`config.mk`:
```
export PLATFORM = sky130hd
export DESIGN_NAME = x_writeback_arbiter
export DESIGN_NICKNAME = d
export VERILOG_FILES = /design/src/rtl/x_writeback_arbiter.sv
export SDC_FILE = /design/constraint.sdc
export NUM_CORES = 1
export LEC_CHECK = 0
export CORE_UTILIZATION = 30
export DETAILED_ROUTE_END_ITERATION = 7
export PLACE_DENSITY = 0.72
export SLEW_MARGIN = 20
export SYNTH_ARGS = -nofsm -noshare
export SYNTH_HDL_FRONTEND = slang
export SYNTH_SLANG_ARGS = --single-unit
```
`constraint.sdc`:
```
create_clock -name iCLK -period 2.95 [get_ports iCLK]
set_clock_uncertainty 0.05 [all_clocks]
set_input_delay 0.59 -clock iCLK [delete_from_list [all_inputs] [get_ports iCLK]]
set_output_delay 0.59 -clock iCLK [all_outputs]
set_load 0.005 [all_outputs]
```
`src/rtl/x_writeback_arbiter.sv`:
```
// Round-robin arbiter for the integer register file write port, with a busy
// scoreboard of destination registers whose writes are still in flight.
module x_writeback_arbiter #(
   parameter int unsigned NREQ = 3
) (
   input  logic                iCLK,
   input  logic                iRST,
   input  logic [NREQ-1:0]     iREQ_VALID,
   input  logic [5*NREQ-1:0]   iREQ_RD,
   input  logic [32*NREQ-1:0]  iREQ_DATA,
   output logic [NREQ-1:0]     oREQ_READY,
   input  logic                iISSUE_VALID,
   input  logic [4:0]          iISSUE_RD,
   output logic [4:0]          oRD,
   output logic [31:0]         oWDATA,
   output logic [31:0]         oBUSY
);

   localparam int unsigned PW = (NREQ > 1) ? $clog2(NREQ) : 1;

   logic [PW-1:0]   ptr_q;
   logic [4:0]      rd_q;
   logic [31:0]     wdata_q;
   logic [31:0]     busy_q;
   logic [31:0]     busy_d;

   logic [NREQ-1:0] grant;
   logic [PW-1:0]   grant_idx;
   logic            grant_any;
   logic [PW:0]     cand;
   logic [4:0]      sel_rd;
   logic [31:0]     sel_data;

   // Search starts just after the last winner and wraps modulo NREQ.
   always_comb begin
      grant     = '0;
      grant_idx = '0;
      grant_any = 1'b0;
      cand      = '0;
      for (int unsigned i = 1; i <= NREQ; i++) begin
         cand = {1'b0, ptr_q} + (PW+1)'(i);
         if (cand >= (PW+1)'(NREQ)) begin
            cand = cand - (PW+1)'(NREQ);
         end
         if (!grant_any && iREQ_VALID[cand[PW-1:0]]) begin
            grant_any = 1'b1;
            grant_idx = cand[PW-1:0];
         end
      end
      if (iRST) begin
         grant_any = 1'b0;
      end
      if (grant_any) begin
         grant[grant_idx] = 1'b1;
      end
   end

   always_comb begin
      sel_rd   = '0;
      sel_data = '0;
      for (int unsigned k = 0; k < NREQ; k++) begin
         if (PW'(k) == grant_idx) begin
            sel_rd   = iREQ_RD[5*k +: 5];
            sel_data = iREQ_DATA[32*k +: 32];
         end
      end
   end

   // Commit clears first so a same-edge issue to the same rd leaves it set.
   always_comb begin
      busy_d = busy_q;
      if (rd_q != 5'd0) begin
         busy_d[rd_q] = 1'b0;
      end
      if (iISSUE_VALID && (iISSUE_RD != 5'd0)) begin
         busy_d[iISSUE_RD] = 1'b1;
      end
      busy_d[0] = 1'b0;
   end

   always_ff @(posedge iCLK) begin
      if (iRST) begin
         ptr_q   <= PW'(NREQ - 1);
         rd_q    <= '0;
         wdata_q <= '0;
         busy_q  <= '0;
      end else begin
         if (grant_any) begin
            rd_q    <= sel_rd;
            wdata_q <= sel_data;
            ptr_q   <= grant_idx;
         end else begin
            rd_q <= '0;
         end
         busy_q <= busy_d;
      end
   end

   assign oREQ_READY = grant;
   assign oRD        = rd_q;
   assign oWDATA     = wdata_q;
   assign oBUSY      = busy_q;

endmodule

```
After elaboration in Yosys (flattened, before gate mapping) --
Cells that the tools add are included.
Word-level totals: flip-flop bits (word level) 71, latch bits 0, memory bits (writable) 0, ROM bits 0, input port bits 122, output and inout port bits 72, word-level logic and storage cells 72, memories 0
Operators by class: add/sub/neg operators 6, $mul 0, divide/modulo/power cells 0, order comparisons 12, eq/ne operators 2, shift operators 0, multiplexer cells 31, bitwise gates (word level) 4, reduce and logical (&&, ||, !) cells 12
Operators with widths (count):
- 2-to-1 mux 32 bit | 5
- bitwise AND 32 bit | 1
- inverter 32 bit | 1
- bitwise OR 32 bit | 1
- 2-to-1 mux 5 bit | 3
- < comparator 2 x 3 -> 1 bit, second input constant | 4
- < comparator 5 x 6 -> 1 bit, second input constant | 2
- 2-to-1 mux 2 bit | 6
- demux 1 bit (select 5 bit) | 2
- >= comparator 5 x 1 -> 1 bit, second input constant | 2
- 2-to-1 mux 1 bit | 10
- nonzero test 5 bit | 2
- >= comparator 3 x 2 -> 1 bit, second input constant | 3
- adder 2 x 2 -> 3 bit, second input constant | 2
- binary-select mux 1 bit (select 2 bit) | 3
- logical AND 1 bit | 6
- subtractor 2 bit, second input constant | 3
- adder 2 x 1 -> 3 bit, second input constant | 1
- 2-to-1 mux 3 bit | 1
- demux 1 bit (select 2 bit) | 1
- equality test 1 x 2 -> 1 bit, first input constant | 1
- equality test 2 bit, first input constant | 1
- >= comparator 2 x 1 -> 1 bit, second input constant | 1
- logical NOT 1 bit | 2
- other kinds (3) | 3

Logic depth before layout (Yosys ltp) --
Gate-level depths: netlist of the first run.
depth in word-level cells 17, gate-level depth with buffers 9, depth with buffers taken out 7

Worst setup path after synthesis of the first run --
Ideal clock, no wire load.
path type reg-to-output, start reg ptr_q[0], end out oREQ_READY[1], data arrival time 1.999 ns, data required time 2.310 ns, path slack 0.311 ns, stages on the path, launching flop included 9, buffers on the path 1, cells stage by stage dfxtp_1 inv_1 ha_1 nor2b_1 a22o_1 a22o_1 o31ai_4 buf_6 nor2_1
On the way: longest elaborated chain between the ends 17, elaborated cells between the ends (all ways) 35, those cells by class add/sub (6); order compare (5); mux (19); reduce/logical (5)
RTL lines:
- from (decl) | line 21 | logic [PW-1:0] ptr_q;
- from (signal assigned) | line 83 | ptr_q <= PW'(NREQ - 1);
- from (signal assigned) | line 91 | ptr_q <= grant_idx;
- adder 2 x 1 -> 3 bit | line 41 | cand = {1'b0, ptr_q} + (PW+1)'(i);
- >= comparator 3 x 2 -> 1 bit or subtractor 2 bit (tied branches) | line 42, 43
- 2-to-1 mux 2 bit | line 42 | if (cand >= (PW+1)'(NREQ)) begin
- binary-select mux 1 bit (select 2 bit) | line 45 | if (!grant_any && iREQ_VALID[cand[PW-1:0]]) begin
- 2-to-1 mux 1 bit (implied by the code) | line 45
- 2-to-1 mux 1 bit | line 45
- logical NOT 1 bit | line 45
- logical AND 1 bit | line 45
- 2-to-1 mux 1 bit | line 45
- logical NOT 1 bit | line 45
- logical AND 1 bit | line 45
- 2-to-1 mux 2 bit | line 45
- < comparator 2 x 3 -> 1 bit (implied by the code) or >= comparator 2 x 1 -> 1 bit (tied branches) | line 54 | grant[grant_idx] = 1'b1;
- logical AND 1 bit (implied by the code) | line 54
- 2-to-1 mux 1 bit (implied by the code) | line 54
- demux 1 bit (select 2 bit) | line 54
- 2-to-1 mux 3 bit (*) | line 53 | if (grant_any) begin
- to (decl) | line 11 | output logic [NREQ-1:0] oREQ_READY,
Mark *: on every way between the ends. The rest lies on a longest branch, timed or not. The select of a mux whose other input is x is not followed.

Worst setup path after layout of the first run --
start reg ptr_q[1], end out oREQ_READY[1]
The elaborated chain is that of the path after synthesis.

==> results of run 1 <==
-- registers in the layout, indices dropped and copies added (netlist names) --
signal  flops
oWDATA     32
oBUSY      31
oRD         5
ptr_q       2
-- routing by layer --
layer	share of wire, %	track usage, %	vias up
met2	50	36.11	201
met3	9.7	5.463	10
met5	0	0	-
met4	1.0	5.965	0
met1	39	23.59	1910
li1	-	-	1952
-- placed cells by master, fill, tap and decap left out, drive strengths merged, types with 2 or more instances in the layout --
| cell type | instances |
|---|---|
| clkdlybuf4s50 | 186 |
| nand2 | 74 |
| dfxtp | 70 |
| o21ai | 37 |
| a21oi | 37 |
| mux2i | 37 |
| o211ai | 33 |
| nand4 | 32 |
| buf | 32 |
| clkbuf | 10 |
| nor2 | 8 |
| nor3b | 5 |
| dlygate4sd2 | 5 |
| nand3 | 5 |
| inv | 5 |
| o311ai | 4 |
| nor3 | 4 |
| a22o | 3 |
| and2b | 3 |
| nand2b | 3 |
| and3 | 3 |
| nand3b | 3 |
| ha | 3 |
| clkinv | 3 |
| o31ai | 2 |
| and3b | 2 |
| clkinvlp | 2 |
| or2 | 2 |
-- cell type report --
| type | count | area (um2) |
|---|---|---|
| Tap cell | 147 | 183.9 |
| Multi-Input combinational cell | 314 | 2190 |
| Fill cell | 1122 | 5801 |
| Clock buffer | 9 | 225.2 |
| Clock inverter | 6 | 38.79 |
| Inverter | 4 | 15.01 |
| Timing Repair Buffer | 224 | 2155 |
| Sequential cell | 70 | 1404 |
-- path summary, 6_finish.rpt --
kind / from / slack, ps / to / cells after the start
max: ptr_q[1]$_SDFFE_PP1P_ / 140 / oREQ_READY[1] / 8
min: oBUSY[26]$_SDFF_PP0_ / 420 / oBUSY[26]$_SDFF_PP0_ / 2
max reg2reg: ptr_q[1]$_SDFFE_PP1P_ / 350 / oWDATA[15]$_SDFFE_PP0P_ / 9
min reg2reg: oBUSY[26]$_SDFF_PP0_ / 420 / oBUSY[26]$_SDFF_PP0_ / 2
-- power by group through the flow --
stage | sequential [mW] | clock, mW | combinational [mW]
final | 1.33 | 0.975 | 2.13
after detailed placement | 1.34 | 0 | 2.03
after floorplan | 1.33 | 0 | 1.08
after global placement | 1.33 | 0 | 2.01
after CTS | 1.33 | 1.00 | 2.12
after global routing | 1.35 | 1.04 | 2.28
-- critical path: cells and delay by family (launching register included) --
kind	cells	cell delay (ps)
AOI/OAI and AO/OA	1	370
buffers and inverters	4	620
adders and majority gates	1	250
DFF	1	350
and+or+nand+nor	2	260
-- synthesized netlist by cell type (2+ instances only) --
| cell | count |
|---|---|
| nand2_1 | 74 |
| and2b_1 | 3 |
| mux2i_1 | 37 |
| and3b_1 | 2 |
| a21oi_1 | 37 |
| nand2b_1 | 3 |
| o211ai_2 | 29 |
| dfxtp_1 | 70 |
| inv_1 | 4 |
| o311ai_0 | 4 |
| ha_1 | 3 |
| and3_1 | 3 |
| nand3_1 | 5 |
| buf_6 | 3 |
| o211ai_1 | 4 |
| a22o_1 | 3 |
| o21ai_0 | 37 |
| nor3_1 | 3 |
| o31ai_4 | 2 |
| buf_4 | 8 |
| buf_2 | 8 |
| nor3b_1 | 5 |
| nor2_1 | 8 |
| clkbuf_1 | 9 |
| nand3b_1 | 3 |
| nand4_1 | 32 |
-- kinds of logic after synthesis --
group | synth area share (%)
adders and majority gates | 1.015
other | 0.1014
muxes | 10.02
AOI/OAI and AO/OA | 25.52
DFF | 37.90
buffers and inverters | 4.941
and+or+nand+nor | 20.51
-- repair_timing --
action,in CTS,in global routing
pin swaps,7,6
setup endpoints to repair,3,2
setup buffers,5,4
resized for setup,24,1
==> results.cfg, run 1 <==
[clocking]
cts_buffers = 9
clkSinkCount = 70
clk_latency_ps = 320
cts_hold_buf = 0
cts.reportedPaths.clkPinSlew_ps = 60
cts_root_buf = clkbuf_16
clock_path_buffers = 2
cts_tree = yes
h-tree-depth = 3

[timing]
setup_ws_ps = 135.3
slew_viol_final = 0
fmax_mhz = 355.3
worst_slew_margin_rel_pct = 54.49
tightest_slew_ps = 680.2
holdWs_ps = 420.7
rsz0062_at_grt = no
hold_viol = 0
tns_ps = 0
post-route-period-util_pct = 95.41
finalSetupViolCount = 0
period_minus_slack_ps = 2815

[power_and_ir_drop]
p_clk_share_pct = 22.0
netSwitchingPower_mw = 1.618
power.density_nw_per_um2 = 713.9
p_leak_nw = 2.439
swShare_pct = 36.48
fin_total_pwr_mw = 4.434
p_int_mw = 2.817
ir_drop_uv = 270.6
seq_power_share_pct = 30.0
comb_power_share_pct = 48.0

[final_layout]
postLayoutCellArea_um2 = 6211
fin_cells = 774
drive_gt1_share_pct = 15.15
utilization_pct = 51.71
antennaDiodeCount = 0
fin_nets = 748
syn_to_final_growth_pct = 67.99

[synthesis]
syn_avg_cell_area_um2 = 8.888
yosys_warnings = 0
synth_area_leader_cell = dfxtp_1
synth_top_area_share_pct = 37.90
synth.area.top_cells = dfxtp_1 (38%), mux2i_1 (10%), o211ai_2 (9.8%)
syn_nets = 541
yosysSeqAreaShare_pct = 37.90
synth_cells = 416
synthArstFlopShare_pct = 0
synth-edff-count = 0
synth-seq-cells = 70
synth_ff_type = dfxtp_1
synth.distinct_cells = 43
synth_area_um2 = 3697

[grt]
antenna_found_initial = 0
grt_max_degree = 40
grt_remaining_overflow = 0
grt_pass1_vias = 4060
grt_usage_pct = 20.23
grt_pass1_wl_um = 20470

[detailed_routing]
routed_wl_um = 13160
ant_nets = 0
first_pass_iters = 4
drcViolationCount = 0
wl_per_cell_um = 17.00
drtIter0Drc = 357
via_per_inst = 5.262
vias = 4073

[floorplanning]
coreArea_um2 = 12010
initial_core_util_pct = 30.78
rows = 40
die_y_um = 113.0
pin_count = 194
die_w_um = 113.0
dieArea_um2 = 12770

[job]
cap_violations = 0

[worst_setup_path]
cp.arrival_ps = 2170
cpMaxStageDelayCell = o31ai_4
cp_max_fo = 8
crit_chain = inv_2 -> ha_4 -> buf_4 -> buf_4 -> and3_1 -> o31ai_4 -> nor2_1 -> dlygate4sd2_1
timing_worst_setup_path_type = reg -> out
cp.required_ps = 2310
end_kind = output port
crit_path_frequent_cell = buf_4
critPathMaxStageDelay_ps = 370
setup.worst_path.start_class = flip-flop

[placement]
placed_area_um2 = 5813
finalWeightedCongestion = 0.8644
io_buffers = 192
dp_hpwl_um = 9752
place_ws_ps = -411.4
placed_cells = 750

[status]
outcome = finished, final reports clean

[worst_hold_path]
hp-class = reg -> reg
Note: power is estimated with default switching activity, not from simulation.
==> run 2, diff against run 1 <==
--- a/constraint.sdc
+++ b/constraint.sdc
@@ -4,2 +4,2 @@
 set_output_delay 0.59 -clock iCLK [all_outputs]
-set_load 0.005 [all_outputs]
+set_load 0.1 [all_outputs]
==> run 2 against run 1 <==
- clock power grew 17%
- routed wire length decreased by 2.1%
- final area down 1.0%
- fmax decreased by 1.3%
- sequential power about the same
- count of clock-buffer cells in the layout rose by 2
- combinational power is 72% higher
==> results.cfg, run 2 (synthesis results as in run 1) <==
[detailed_routing]
vias = 4109
routed_wl_um = 12890
ant_nets = 0
via_per_inst = 5.323
drtIter0Drc = 311
drcViolationCount = 0
first_pass_iters = 4
wl_per_cell_um = 16.69

[final_layout]
fin_nets = 745
final_common_cell = clkdlybuf4s50_1
postLayoutCellArea_um2 = 6146
fin_cells = 772
final_cell_mix = clkdlybuf4s50_1 (118), buf_4 (93), nand2_1 (73)
largest_register_ffs = 32
drive_gt1_share_pct = 27.04
antennaDiodeCount = 0
syn_to_final_growth_pct = 66.23

[timing]
period_minus_slack_ps = 2851
worst_slew_margin_rel_pct = 57.46
fmax_mhz = 350.7
holdWs_ps = 426.5
slew_viol_final = 0
hold_viol = 0
post-route-period-util_pct = 96.65
finalSetupViolCount = 0
tightest_slew_ps = 635.8

[clocking]
clk_latency_ps = 330
cts_tree = yes
cts_buffers = 9
clock_path_buffers = 2
clkSinkCount = 70
h-tree-depth = 3
cts_root_buf = clkbuf_16
cts.reportedPaths.clkPinSlew_ps = 60

[power_and_ir_drop]
ir_drop_uv = 592.7
power.density_nw_per_um2 = 998.9
p_leak_nw = 2.587

[grt]
grt_remaining_overflow = 0
antenna_found_initial = 0
grt_pass1_vias = 4110
grt_max_degree = 40
grt_pass1_wl_um = 20370
grt_usage_pct = 20.29

[placement]
io_buffers = 192
placed_area_um2 = 5749
finalWeightedCongestion = 0.8304
placed_cells = 753
dp_hpwl_um = 9593

[floorplanning]
initial_core_util_pct = 30.78
rows = 40
coreArea_um2 = 12010
dieArea_um2 = 12770
die_w_um = 113.0
die_y_um = 113.0
pin_count = 194

[worst_setup_path]
critPathMaxStageDelay_ps = 360
end_kind = output port
cp.arrival_ps = 2210
timing_worst_setup_path_type = reg -> out
cp_max_fo = 4
setup.worst_path.start_class = flip-flop
cpMaxStageDelayCell = dfxtp_2
crit_chain = inv_4 -> ha_4 -> buf_4 -> a22o_1 -> nor3_4 -> o31ai_4 -> and2b_2 -> buf_12
cp.required_ps = 2310

[worst_hold_path]
hp-class = reg -> reg

[status]
outcome = finished, final reports clean

[job]
cap_violations = 0
-- run 2: cell types whose count changed in the layout (fill, tap and decap cells not counted), moves of 2 or more --
cell,before,now
nor2_4,0,2
clkdlybuf4s50_1,186,118
and2b_2,0,2
buf_12,0,6
buf_4,31,93
clkbuf_8,0,2
dlygate4sd2_1,5,2
nor2_1,8,6
and2b_1,3,1
-- run 2: final timing paths --
check	to	from	slack (ps)	depth (start not counted)
worst max register to register	oWDATA[23]$_SDFFE_PP0P_	ptr_q[0]$_SDFFE_PP0P_	610	11
worst max-delay path	oREQ_READY[0]	ptr_q[0]$_SDFFE_PP0P_	100	8
worst min-delay path	oBUSY[14]$_SDFF_PP0_	oBUSY[14]$_SDFF_PP0_	430	2
worst min register to register	oBUSY[14]$_SDFF_PP0_	oBUSY[14]$_SDFF_PP0_	430	2
-- run 2: area by class of cell --
cell class,instances,area (um2)
multi-input combinational,314,2198
sequential,70,1404
tap,147,183.9
inverter,4,17.52
fill,1121,5866
clock buffer,11,252.7
clock inverter,5,56.30
timing repair buffer,221,2033
-- run 2: worst max-delay path: cells and delay by family (launching register included) --
family | cells | cell delay (ps)
AND/OR/NAND/NOR | 2 | 580
AO/OA/AOI/OAI | 2 | 390
buffers and inverters | 3 | 380
adder cells (fa/ha/maj) | 1 | 160
flip-flops | 1 | 360
-- run 2: metal layers --
layer	global-route usage, %	vias to the layer above	wire [um]
met3	4.928	29	1023
met1	23.70	1940	5198
met2	35.75	201	6339
met4	7.807	0	326
met5	0	-	0
li1	-	1939	-
-- run 2: what timing repair did --
action,4_1_cts,5_1_grt
hold buffers,0,0
hold endpoints to repair,0,0
setup endpoints to repair,3,3
setup buffers,3,0
pin swaps,3,3
resized for setup,20,4
-- run 2: report_power, final --
| part | leakage [nW] | internal (mW) | switching [mW] | total (mW) |
|---|---|---|---|---|
| sequential | 0.574 | 1.17 | 0.166 | 1.33 |
| combinational | 1.86 | 1.06 | 2.61 | 3.67 |
| clock | 0.152 | 0.701 | 0.436 | 1.14 |
| total | 2.59 | 2.93 | 3.21 | 6.14 |
-- run 2: through the flow --
step	TNS, ps	setup slack, ps	utilization, %	total power, mW
after floorplan	-99.19	-99.19	-	3.974
after global placement	-273.8	-138.6	47.86	4.905
after detailed placement	-386.9	-187.9	47.86	4.939
after CTS	0	1.612	51.14	6.145
after global routing	-4.718	-2.012	51.17	6.393
final	0	98.85	51.17	6.139
==> run 3, diff against run 2 <==
- REMOVE_ABC_BUFFERS: unset -> 1
==> run 3 against run 2 <==
- combinational power shrank 2%
- clock power increased by 6%
- first-iteration DRC count increased by 3.2%
- non-clock buffer count down 4
- via count up 0.17%
- setup slack got worse by 39 ps
- sequential share of layout area rose by 0.13 points
- register-to-register slack worse by 150 ps
- fmax is 1.4% lower
- worst hold slack improved by 1.1 ps
- critical path type unchanged
- largest cell class unchanged
==> results.cfg, run 3 (synthesis results as in run 1) <==
[clocking]
cts_root_buf = clkbuf_16
cts.reportedPaths.clkPinSlew_ps = 60
clk_latency_ps = 330
clkSinkCount = 70
clock_path_buffers = 2
cts_buffers = 9
h-tree-depth = 3
cts_tree = yes
cts_hold_buf = 0

[timing]
tightest_slew_ps = 662.0
hold_viol = 0
period_minus_slack_ps = 2890
worst_slew_margin_rel_pct = 55.71
post-route-period-util_pct = 97.98
fmax_mhz = 346.0
slew_viol_final = 0
finalSetupViolCount = 0

[floorplanning]
die_w_um = 113.0
dieArea_um2 = 12770
pin_count = 194
die_y_um = 113.0
initial_core_util_pct = 30.78
coreArea_um2 = 12010
rows = 40

[placement]
io_buffers = 192
finalWeightedCongestion = 0.8484
dp_hpwl_um = 9817
placed_area_um2 = 5683

[final_layout]
antennaDiodeCount = 0
syn_to_final_growth_pct = 65.28
largest_register_ffs = 32
postLayoutCellArea_um2 = 6111
final_common_cell = clkdlybuf4s50_1
fill_cells = 1112
final_cell_mix = clkdlybuf4s50_1 (118), buf_4 (89), nand2_1 (74)
utilization_pct = 50.88
drive_gt1_share_pct = 25.60
fin_nets = 741

[power_and_ir_drop]
ir_drop_uv = 740.8
power.density_nw_per_um2 = 1009
p_leak_nw = 2.579

[detailed_routing]
wl_per_cell_um = 17.65
via_per_inst = 5.359
drcViolationCount = 0
drtIter0Drc = 321
route.met2.wl_um = 6718
top_layer = met4
ant_nets = 0
wl_met1_um = 5454
first_pass_iters = 5
vias = 4116
routed-wl-met3_um = 1129
routed_wl_um = 13560

[worst_hold_path]
hp-class = reg -> reg

[grt]
grt_max_degree = 40
grt_pass1_vias = 4103
antenna_found_initial = 0
grt_usage_pct = 20.90
grt_pass1_wl_um = 20890
grt_remaining_overflow = 0

[job]
cap_violations = 0

[worst_setup_path]
cp.required_ps = 2310
cp_max_fo = 8
cp.arrival_ps = 2250
end_kind = output port
setup.worst_path.start_class = flip-flop
timing_worst_setup_path_type = reg -> out

[status]
outcome = finished, final reports clean
==> run 3: stage by stage <==
step                      hold WS (ps)  power [mW]  std cells  worst slack [ps]  setup TNS (ps)
after floorplan                  486.0       3.850        388             -1806          -17100
after global placement           408.1       4.833        748            -21.10          -34.91
after detailed placement         413.6       4.867        748            -79.91          -208.6
after CTS                        428.2       6.124        764             2.029               0
after global routing             450.8       6.407        768            -7.279          -8.396
final                            427.5       6.169        768             59.71               0
==> run 3: worst paths after layout <==
path / cells after the start / startpoint / slack [ps] / end
max: 8 / ptr_q[1]$_SDFFE_PP1P_ / 60 / oREQ_READY[0]
max reg2reg: 11 / ptr_q[0]$_SDFFE_PP0P_ / 460 / oWDATA[20]$_SDFFE_PP0P_
min reg2reg: 2 / oBUSY[25]$_SDFF_PP0_ / 430 / oBUSY[25]$_SDFF_PP0_
min: 2 / oBUSY[25]$_SDFF_PP0_ / 430 / oBUSY[25]$_SDFF_PP0_
==> run 3: layer usage <==
layer	up-vias	track usage, %
met5	-	0
met2	199	35.75
met4	0	7.719
met1	1964	24.64
li1	1937	-
met3	16	6.320
==> run 3: critical path: stages (launching register included) <==
cell and delay [ps]:
dfxtp_2 360, inv_2 80, ha_4 270, clkbuf_2 170, buf_4 160, a22o_1 240
o31ai_4 220, and2b_1 240, buf_12 170
==> run 3: where the power goes <==
group	switching, mW	leakage [nW]	total, mW	internal, mW
clock	0.426	0.162	1.21	0.787
combinational	2.60	1.84	3.61	1.02
sequential	0.175	0.574	1.34	1.17
==> run 3: repair_timing <==
action                                  in CTS  in global routing
pin swaps                                    1                  2
resized for setup                           10                  9
buffers inserted                             0                  4
endpoints found under the setup margin       3                  3
==> run 3: area by class of cell <==
| class | instances | area, um2 | area share [%] |
|---|---|---|---|
| tap | 147 | 183.9 | 3.010 |
| sequential | 70 | 1404 | 22.97 |
| clock inverter | 5 | 81.33 | 1.331 |
| clock buffer | 11 | 252.7 | 4.136 |
| multi-input combinational | 314 | 2178 | 35.65 |
| timing repair buffer | 217 | 1996 | 32.66 |
| inverter | 4 | 15.01 | 0.2457 |
